File: src/rtl/usrt_rx_if.sv
// Serial receiver bus bundle: bit clock, data line, consumer handshake and
// status outputs. The receiver connects through the slave modport.
interface usrt_rx_if;
  logic       i_Bclk;
  logic       i_Rx;
  logic       i_Ack;
  logic [7:0] o_Data;
  logic       o_Valid;
  logic       o_Frame_err;
  logic       o_Parity_err;
  logic       o_Overrun;

  modport master (
    output i_Bclk, i_Rx, i_Ack,
    input  o_Data, o_Valid, o_Frame_err, o_Parity_err, o_Overrun
  );

  modport slave (
    input  i_Bclk, i_Rx, i_Ack,
    output o_Data, o_Valid, o_Frame_err, o_Parity_err, o_Overrun
  );
endinterface

File: src/rtl/usrt_rx.sv
// Synchronous serial receiver clocked by an external bit clock (i_Bclk).
// Even parity support compiled in with `define USRT_RX_PARITY_EN.
module usrt_rx #(
  parameter int unsigned DATA_BITS = 8
) (
  input  logic      i_Pclk,
  input  logic      i_Rst_n,
  usrt_rx_if.slave  bus
);

`ifdef USRT_RX_PARITY_EN
  typedef enum logic [1:0] {IDLE, DATA, PARITY, STOP} state_e;
`else
  typedef enum logic [1:0] {IDLE, DATA, STOP} state_e;
`endif

  localparam logic [2:0] LAST_BIT = 3'(DATA_BITS - 1);

  state_e               state_q, state_d;
  logic [2:0]           cnt_q, cnt_d;
  logic [DATA_BITS-1:0] shift_q, shift_d;
  logic [7:0]           data_q, data_d;
  logic                 valid_q, valid_d;
  logic                 ferr_q, ferr_d;
  logic                 ovr_q, ovr_d;
`ifdef USRT_RX_PARITY_EN
  logic                 perr_q, perr_d;
  logic                 mism_q, mism_d;
`endif

  logic bclk_s1_q, bclk_s2_q, bclk_dly_q;
  logic rx_s1_q, rx_s2_q;
  logic bit_tick;
  logic deliver;
  logic [7:0] shift_ext;

  always_ff @(posedge i_Pclk or negedge i_Rst_n) begin
    if (!i_Rst_n) begin
      bclk_s1_q  <= 1'b0;
      bclk_s2_q  <= 1'b0;
      bclk_dly_q <= 1'b0;
      rx_s1_q    <= 1'b1;
      rx_s2_q    <= 1'b1;
    end else begin
      bclk_s1_q  <= bus.i_Bclk;
      bclk_s2_q  <= bclk_s1_q;
      bclk_dly_q <= bclk_s2_q;
      rx_s1_q    <= bus.i_Rx;
      rx_s2_q    <= rx_s1_q;
    end
  end

  assign bit_tick = bclk_s2_q & ~bclk_dly_q;

  always_comb begin
    shift_ext                = '0;
    shift_ext[DATA_BITS-1:0] = shift_q;
  end

  always_ff @(posedge i_Pclk or negedge i_Rst_n) begin
    if (!i_Rst_n) begin
      state_q <= IDLE;
      cnt_q   <= '0;
      shift_q <= '0;
      data_q  <= '0;
      valid_q <= 1'b0;
      ferr_q  <= 1'b0;
      ovr_q   <= 1'b0;
`ifdef USRT_RX_PARITY_EN
      perr_q  <= 1'b0;
      mism_q  <= 1'b0;
`endif
    end else begin
      state_q <= state_d;
      cnt_q   <= cnt_d;
      shift_q <= shift_d;
      data_q  <= data_d;
      valid_q <= valid_d;
      ferr_q  <= ferr_d;
      ovr_q   <= ovr_d;
`ifdef USRT_RX_PARITY_EN
      perr_q  <= perr_d;
      mism_q  <= mism_d;
`endif
    end
  end

  always_comb begin
    state_d = state_q;
    cnt_d   = cnt_q;
    shift_d = shift_q;
    data_d  = data_q;
    valid_d = valid_q;
    ferr_d  = 1'b0;
    ovr_d   = 1'b0;
    deliver = 1'b0;
`ifdef USRT_RX_PARITY_EN
    perr_d  = 1'b0;
    mism_d  = mism_q;
`endif

    if (bit_tick) begin
      unique case (state_q)
        IDLE: begin
          if (!rx_s2_q) begin
            state_d = DATA;
            cnt_d   = '0;
`ifdef USRT_RX_PARITY_EN
            mism_d  = 1'b0;
`endif
          end
        end
        DATA: begin
          shift_d = {rx_s2_q, shift_q[DATA_BITS-1:1]};
          cnt_d   = cnt_q + 3'd1;
          if (cnt_q == LAST_BIT) begin
`ifdef USRT_RX_PARITY_EN
            state_d = PARITY;
`else
            state_d = STOP;
`endif
          end
        end
`ifdef USRT_RX_PARITY_EN
        PARITY: begin
          mism_d  = rx_s2_q ^ (^shift_q);
          state_d = STOP;
        end
`endif
        STOP: begin
          ferr_d  = ~rx_s2_q;
`ifdef USRT_RX_PARITY_EN
          perr_d  = mism_q;
          deliver = rx_s2_q & ~mism_q;
`else
          deliver = rx_s2_q;
`endif
          state_d = IDLE;
        end
        default: state_d = IDLE;
      endcase
    end

    // An ack landing in the delivery cycle frees the slot, so the new byte wins
    if (deliver) begin
      if (!valid_q || bus.i_Ack) begin
        data_d = shift_ext;
      end else begin
        ovr_d = 1'b1;
      end
      valid_d = 1'b1;
    end else if (bus.i_Ack) begin
      valid_d = 1'b0;
    end
  end

  assign bus.o_Data      = data_q;
  assign bus.o_Valid     = valid_q;
  assign bus.o_Frame_err = ferr_q;
  assign bus.o_Overrun   = ovr_q;
`ifdef USRT_RX_PARITY_EN
  assign bus.o_Parity_err = perr_q;
`else
  assign bus.o_Parity_err = 1'b0;
`endif

endmodule

File: src/flat_wrapper.sv
// flat-port wrapper written by rule: the top's interface ports become plain ports
module usrt_rx_flat 
#(
  parameter int unsigned DATA_BITS = 8
)
  (i_Pclk, i_Rst_n, bus_i_Bclk, bus_i_Rx, bus_i_Ack, bus_o_Data, bus_o_Valid, bus_o_Frame_err, bus_o_Parity_err, bus_o_Overrun);
  usrt_rx_if bus_i ();
  input  logic i_Pclk;
  input  logic i_Rst_n;
  input wire logic [$bits(bus_i.i_Bclk)-1:0] bus_i_Bclk;
  input wire logic [$bits(bus_i.i_Rx)-1:0] bus_i_Rx;
  input wire logic [$bits(bus_i.i_Ack)-1:0] bus_i_Ack;
  output wire logic [$bits(bus_i.o_Data)-1:0] bus_o_Data;
  output wire logic [$bits(bus_i.o_Valid)-1:0] bus_o_Valid;
  output wire logic [$bits(bus_i.o_Frame_err)-1:0] bus_o_Frame_err;
  output wire logic [$bits(bus_i.o_Parity_err)-1:0] bus_o_Parity_err;
  output wire logic [$bits(bus_i.o_Overrun)-1:0] bus_o_Overrun;
  assign bus_i.i_Bclk = bus_i_Bclk;
  assign bus_i.i_Rx = bus_i_Rx;
  assign bus_i.i_Ack = bus_i_Ack;
  assign bus_o_Data = bus_i.o_Data;
  assign bus_o_Valid = bus_i.o_Valid;
  assign bus_o_Frame_err = bus_i.o_Frame_err;
  assign bus_o_Parity_err = bus_i.o_Parity_err;
  assign bus_o_Overrun = bus_i.o_Overrun;
  usrt_rx #(.DATA_BITS(DATA_BITS)) u_core (.i_Pclk(i_Pclk), .i_Rst_n(i_Rst_n), .bus(bus_i));
endmodule
File: config.mk
export PLATFORM = sky130hd
export DESIGN_NAME = usrt_rx_flat
export DESIGN_NICKNAME = d
export VERILOG_FILES = /design/src/rtl/usrt_rx_if.sv /design/src/rtl/usrt_rx.sv /design/src/flat_wrapper.sv
export SDC_FILE = /design/constraint.sdc
export NUM_CORES = 1
export LEC_CHECK = 0
export BUFFER_PORTS_ARGS = -buffer_cell sky130_fd_sc_hd__buf_2
export CORE_MARGIN = 8
export CORE_UTILIZATION = 30
export CTS_CLUSTER_DIAMETER = 120
export DETAILED_ROUTE_END_ITERATION = 7
export SKIP_LAST_GASP = 1
export SLEW_MARGIN = 10
export SYNTH_ARGS = -nofsm -noshare
export SYNTH_HDL_FRONTEND = slang
export SYNTH_SLANG_ARGS = --single-unit
File: constraint.sdc
create_clock -name i_Pclk -period 3.4 [get_ports i_Pclk]
set_input_delay 0.68 -clock i_Pclk [delete_from_list [all_inputs] [get_ports i_Pclk]]
set_output_delay 0.68 -clock i_Pclk [all_outputs]
set_load 0.005 [all_outputs]
==> impl_metrics.tcl, run 1 <==
set metrics [dict create \
    worstPathArrival_ns 2.09 \
    highest_layer "met4" \
    num_io_pins 17 \
    viasPerCell 4.44 \
    wl_met3_um 185 \
    ir_drop_uv 232 \
    chipHeight_um 76.8 \
    fp.dieW_um 76.8 \
    worstPathRequired_ns 3.56 \
    clk_latency_ns 0.28 \
    synthTopCellsByArea "dfrtp_1, mux2_2, dfstp_2" \
    synth_nets 76 \
    cp_top_family "simple AND/OR/NAND/NOR gates" \
    path_cells "inv_1, nor3_1, buf_4, mux2_2" \
    ff2ff_path_depth 4 \
    grt_use_total_pct 6.74 \
    min_path_cells 0 \
    syn_area_per_cell_sq_um 16.1 \
    wl_met1_um 753 \
    power.internal_w 0.000746 \
    reg2reg_setup_slack_ns 1.46 \
    grt_pass1_vias 665 \
    p_per_area_mw_per_mm2 722 \
    grt_pass1_wl_um 3070 \
    cts_buffers 5 \
    dieArea_sq_mm 0.00590 \
    fillers 352 \
    area.growth.synth_to_final_pct 21.0 \
    wl_per_cell_um 12.7 \
    cts_root_buffer "clkbuf_8" \
    cp_num_buf_inv 2 \
    tightestPinTransition_ns 0.811 \
    max_freq_mhz 516 \
    synthCells 69 \
    hold_buffers 0 \
    fin_util_pct 37.2 \
    max-slew-margin-rel_pct 45.5 \
    finalCritPeriodShare_pct 57.0 \
    p_sw_w 0.000224 \
    fin_skew_ns 0.00555 \
    switching_share_pct 23.1 \
    tns_ns 0 \
    synth_cell_types 21 \
    hold_class "reg2reg" \
    outcome "finished clean" \
    drtIter0Drc 31 \
    crit_cells 4 \
    report.final.slew_viol_count 0 \
    num_rows 22 \
    diodes 0 \
    cts_setup_buffers 0 \
    start_kind "flop" \
    dpl.hpwl_um 1240 \
    grt_overflow 0 \
    p_comb_share_pct 13.8 \
    rsz0062_at_grt "no" \
    setup_ws_ns 1.46 \
    synth_area_sq_mm 0.00111 \
    worst-path-max-fanout 7 \
    p_seq_share_pct 49.4 \
    io_buffers 15 \
    grt_antenna_before_repair 0 \
    cp-end-kind "flop" \
    drive_gt1_share_pct 52.2 \
    fin_crit_ns 1.94 \
    crit_path_max_incr_delay_ns 0.68 \
    cap_violations 0 \
    gp_congestion 0.718 \
    cts_resized 0 \
    grt_max_degree 30 \
    power_frac_clock_pct 36.8 \
    design.core.area_sq_mm 0.00361 \
    dr_wl_met2_um 755 \
    p_leak_nw 0.666 \
    yosysSeqAreaShare_pct 65.6 \
    finalHoldViolCount 0 \
    cts.sinks 29 \
    wl_um 1750 \
    crit_type "reg2reg" \
    dr.pass1.iters 4 \
    drc 0 \
    yosys.area.top_type "dfrtp_1" \
    crit_slowest_cell "nor3_1" \
    setup_violations 0 \
    dp_slack_ns 1.38 \
    yosysWarningCount 0 \
    start_util_pct 30.8 \
    clockBufferDepth 2 \
    vias 613 \
    nets 96 \
    path_clk_slew_ns 0.06 \
    cts_tree "yes" \
    cts.htree.levels 2 \
    netlist.area_leader.share_pct 60.9 \
    postRouteAntennaNets 0 \
    synth_seq_cells 29 \
]
[area by class of cell]
| cell class | instances | area (sq um) | share of cell area (%) |
|---|---|---|---|
| sequential | 29 | 728 | 54.2 |
| multi-input combinational | 36 | 352 | 26.2 |
| clock buffer | 7 | 86.3 | 6.43 |
| timing repair buffer | 16 | 82.6 | 6.15 |
| tap | 48 | 60.1 | 4.47 |
| clock inverter | 1 | 30.0 | 2.24 |
| inverter | 1 | 3.75 | 0.280 |
[path summary, 6_finish.rpt]
kind,startpoint,endpoint
max,u_core.state_q[0],u_core.shift_ext[7]
min,u_core.bclk_s1_q,u_core.bclk_s2_q
max reg2reg,u_core.state_q[0],u_core.shift_ext[7]
min reg2reg,u_core.bclk_s1_q,u_core.bclk_s2_q
max in group asynchronous,i_Rst_n,u_core.shift_ext[6]
min in group asynchronous,i_Rst_n,u_core.bclk_s2_q
[per-stage QoR]
stage / hold slack [ns] / instances / power (W) / instance area, sq um
after floorplan: 0.331 / 69 / 0.000578 / 1110
after global placement: 0.333 / 130 / 0.000614 / 1230
after detailed placement: 0.337 / 130 / 0.000622 / 1230
after CTS: 0.351 / 138 / 0.000984 / 1340
after global routing: 0.354 / 138 / 0.00103 / 1340
final: 0.348 / 138 / 0.000969 / 1340
[cell families after synthesis]
kind of cell               synth area share [%]
DFF                                        65.6
and+or+nand+nor                            7.22
AOI/OAI and AO/OA                          4.62
buffers and inverters                      2.70
muxes                                      17.2
adders and majority gates                  2.25
other                                     0.338
[cell usage in the layout (no fill, tap or decap), drive strengths merged, types with 2 or more instances in the layout]
cell type	Yosys	routed
a22o	3	3
buf	3	16
clkbuf	0	7
dfrtp	27	27
dfstp	2	2
ha	2	2
mux2	17	17
nand2	2	2
nand2b	2	2
nor2	2	2
nor4b	2	2
[power groups by stage]
stage	Clock, W	Sequential, W	Combinational, W
floorplan	0	0.000469	0.000109
finish	0.000357	0.000479	0.000134
global route	0.000389	0.000491	0.000153
detailed placement	0	0.000485	0.000138
CTS	0.000367	0.000479	0.000138
global placement	0	0.000485	0.000130
[synthesized netlist by cell type]
library cell	count
dfrtp_1	27
mux2_2	17
a22o_1	2
buf_4	2
dfstp_2	2
ha_1	2
nand2_1	2
nor2_1	2
a211o_2	1
a22o_2	1
buf_6	1
conb_1	1
inv_1	1
nand2b_1	1
nand2b_4	1
nor3_1	1
nor4b_1	1
nor4b_4	1
o21ai_0	1
o41ai_1	1
or3_2	1
[layer usage]
| layer | global-route usage, % | up-vias |
|---|---|---|
| met5 | 0 | - |
| met4 | 5.19 | 0 |
| met3 | 4.55 | 8 |
| met2 | 9.26 | 19 |
| met1 | 7.07 | 303 |
| li1 | - | 283 |
[state kept, by name (all words and copies together) (netlist names), 2 cells and up]
name               count
u_core.state_q         2
u_core.bus.o_Data      8
u_core.shift_ext       8
u_core.cnt_q           3
No activity file was read; power rests on OpenSTA's default activity.
==> run 2: changes to the inputs <==
==> constraint.sdc (replaced) <==
create_clock -name i_Pclk -period 1.55 [get_ports i_Pclk]
set_input_delay 0.31 -clock i_Pclk [delete_from_list [all_inputs] [get_ports i_Pclk]]
set_output_delay 0.31 -clock i_Pclk [all_outputs]
set_load 0.005 [all_outputs]
==> impl_metrics.tcl, run 2 (synthesis results as in run 1) <==
set metrics [dict create \
    worstPathArrival_ns 1.65 \
    cts.sinks 29 \
    viasPerCell 4.38 \
    drive_gt1_share_pct 54.8 \
    switching_share_pct 25.0 \
    grt_use_total_pct 6.42 \
    fin_skew_ns 0.00234 \
    num_io_pins 17 \
    nets 100 \
    rsz0062_at_grt "no" \
    ir_drop_uv 420 \
    grt_overflow 0 \
    dr.pass1.iters 4 \
    worstPathRequired_ns 1.71 \
    path_clk_slew_ns 0.06 \
    cts.htree.levels 2 \
    clockBufferDepth 2 \
    reg2reg_setup_slack_ns 0.06 \
    cts_tree "yes" \
    outcome "finished clean" \
    max-slew-margin-rel_pct 59.3 \
    p_leak_nw 0.676 \
    wl_um 1780 \
    drtIter0Drc 32 \
    design.core.area_sq_mm 0.00361 \
    fillers 367 \
    fp.dieW_um 76.8 \
    gp_congestion 0.708 \
    hold_class "in2async" \
    io_buffers 15 \
    diodes 0 \
    tns_ns 0 \
    cts_buffers 5 \
    wl_per_cell_um 12.6 \
    max_freq_mhz 670 \
    report.final.slew_viol_count 0 \
    whs_ns 0.0452 \
    total_power_w 0.00196 \
    grt_max_degree 30 \
    p_seq_share_pct 53.9 \
    finalCritPeriodShare_pct 96.3 \
    p_per_area_mw_per_mm2 1460 \
    worst-path-max-fanout 4 \
    ff2ff_path_depth 4 \
    tightestPinTransition_ns 0.610 \
    r2r_start "u_core.rx_s2_q" \
    area.growth.synth_to_final_pct 21.4 \
    num_rows 22 \
    setup_violations 0 \
    power_frac_clock_pct 30.5 \
    cap_violations 0 \
    grt_antenna_before_repair 0 \
    fin_crit_ns 1.49 \
    grt_pass1_wl_um 2860 \
    mostFrequentLayoutCells "dfrtp_1, mux2_2, buf_2" \
    start_kind "flop" \
    cp-end-kind "flop" \
    power.internal_w 0.00147 \
    layout_commonest_cell "dfrtp_1" \
    hold_buffers 0 \
    grt_pass1_vias 609 \
    dieArea_sq_mm 0.00590 \
    drc 0 \
    p_comb_share_pct 15.7 \
    fin_util_pct 37.4 \
    dpl.hpwl_um 1280 \
    cts_root_buffer "clkbuf_8" \
    start_util_pct 30.8 \
    vias 618 \
    postLayoutCellArea_sq_mm 0.00135 \
    chipHeight_um 76.8 \
    reg2reg_to "u_core.bus.o_Data[5]" \
    crit_type "reg2reg" \
    finalHoldViolCount 0 \
    clk_latency_ns 0.27 \
    dpl_cell_area_sq_mm 0.00126 \
    p_sw_w 0.000490 \
    postRouteAntennaNets 0 \
]
run 2: changes by cell type in the layout (fill, tap and decap cells not counted), sizes merged:
| cell | change |
|---|---|
| bufinv | -1 |
| buf | +4 |
run 2: layout make-up:
class	count	area, sq um	share of cell area (%)
flip-flops and latches	29	728	54.0
multi-input cells	36	357	26.5
repair buffers	20	113	8.36
clock buffers	7	86.3	6.41
well taps	48	60.1	4.46
inverters	1	3.75	0.279
run 2: worst max path at each step:
stage | slack [ns] | to | depth (start not counted) | startpoint
CTS | 0.05 | u_core.bus.o_Data[5] | 4 | u_core.rx_s2_q
finish | 0.06 | u_core.bus.o_Data[5] | 4 | u_core.rx_s2_q
global route | 0.01 | u_core.bus.o_Data[7] | 4 | u_core.state_q[1]
detailed placement | 0.07 | u_core.bus.o_Data[7] | 4 | u_core.rx_s2_q
floorplan | 0.009 | u_core.bus.o_Data[0] | 3 | u_core.rx_s2_q
global placement | 0.08 | u_core.bus.o_Data[5] | 4 | u_core.rx_s2_q
run 2: power by group through the flow:
stage / Combinational, W / Clock, W / Sequential [W]
finish: 0.000307 / 0.000598 / 0.00106
global route: 0.000344 / 0.000652 / 0.00108
CTS: 0.000313 / 0.000627 / 0.00106
detailed placement: 0.000310 / 0 / 0.00107
global placement: 0.000293 / 0 / 0.00106
floorplan: 0.000240 / 0 / 0.00103
run 2: what timing repair did:
item | in CTS | in global routing
resized for setup | 0 | 1
setup endpoints to repair | 0 | 4
endpoints found under the hold margin | 0 | 0
buffers inserted | 0 | 0
run 2: stage by stage:
stage                     cells  setup WS (ns)
after global placement      134         0.0767
after global routing        141         0.0103
after CTS                   141         0.0506
after floorplan              69        0.00918
after detailed placement    134         0.0658
final                       141         0.0579
run 2: per-layer routing:
layer	global-route usage [%]	vias to the layer above	part of all wire (%)
li1	-	291	-
met1	6.70	302	46
met2	8.67	18	42
met3	4.08	7	8.8
met4	5.77	0	3.4
met5	0	-	0
run 2: worst max-delay path, stage by stage, from the launching register on:
cell,delay (ns)
dfstp_2,0.52
nand2_1,0.09
nor4b_4,0.24
buf_4,0.19
mux2_2,0.33
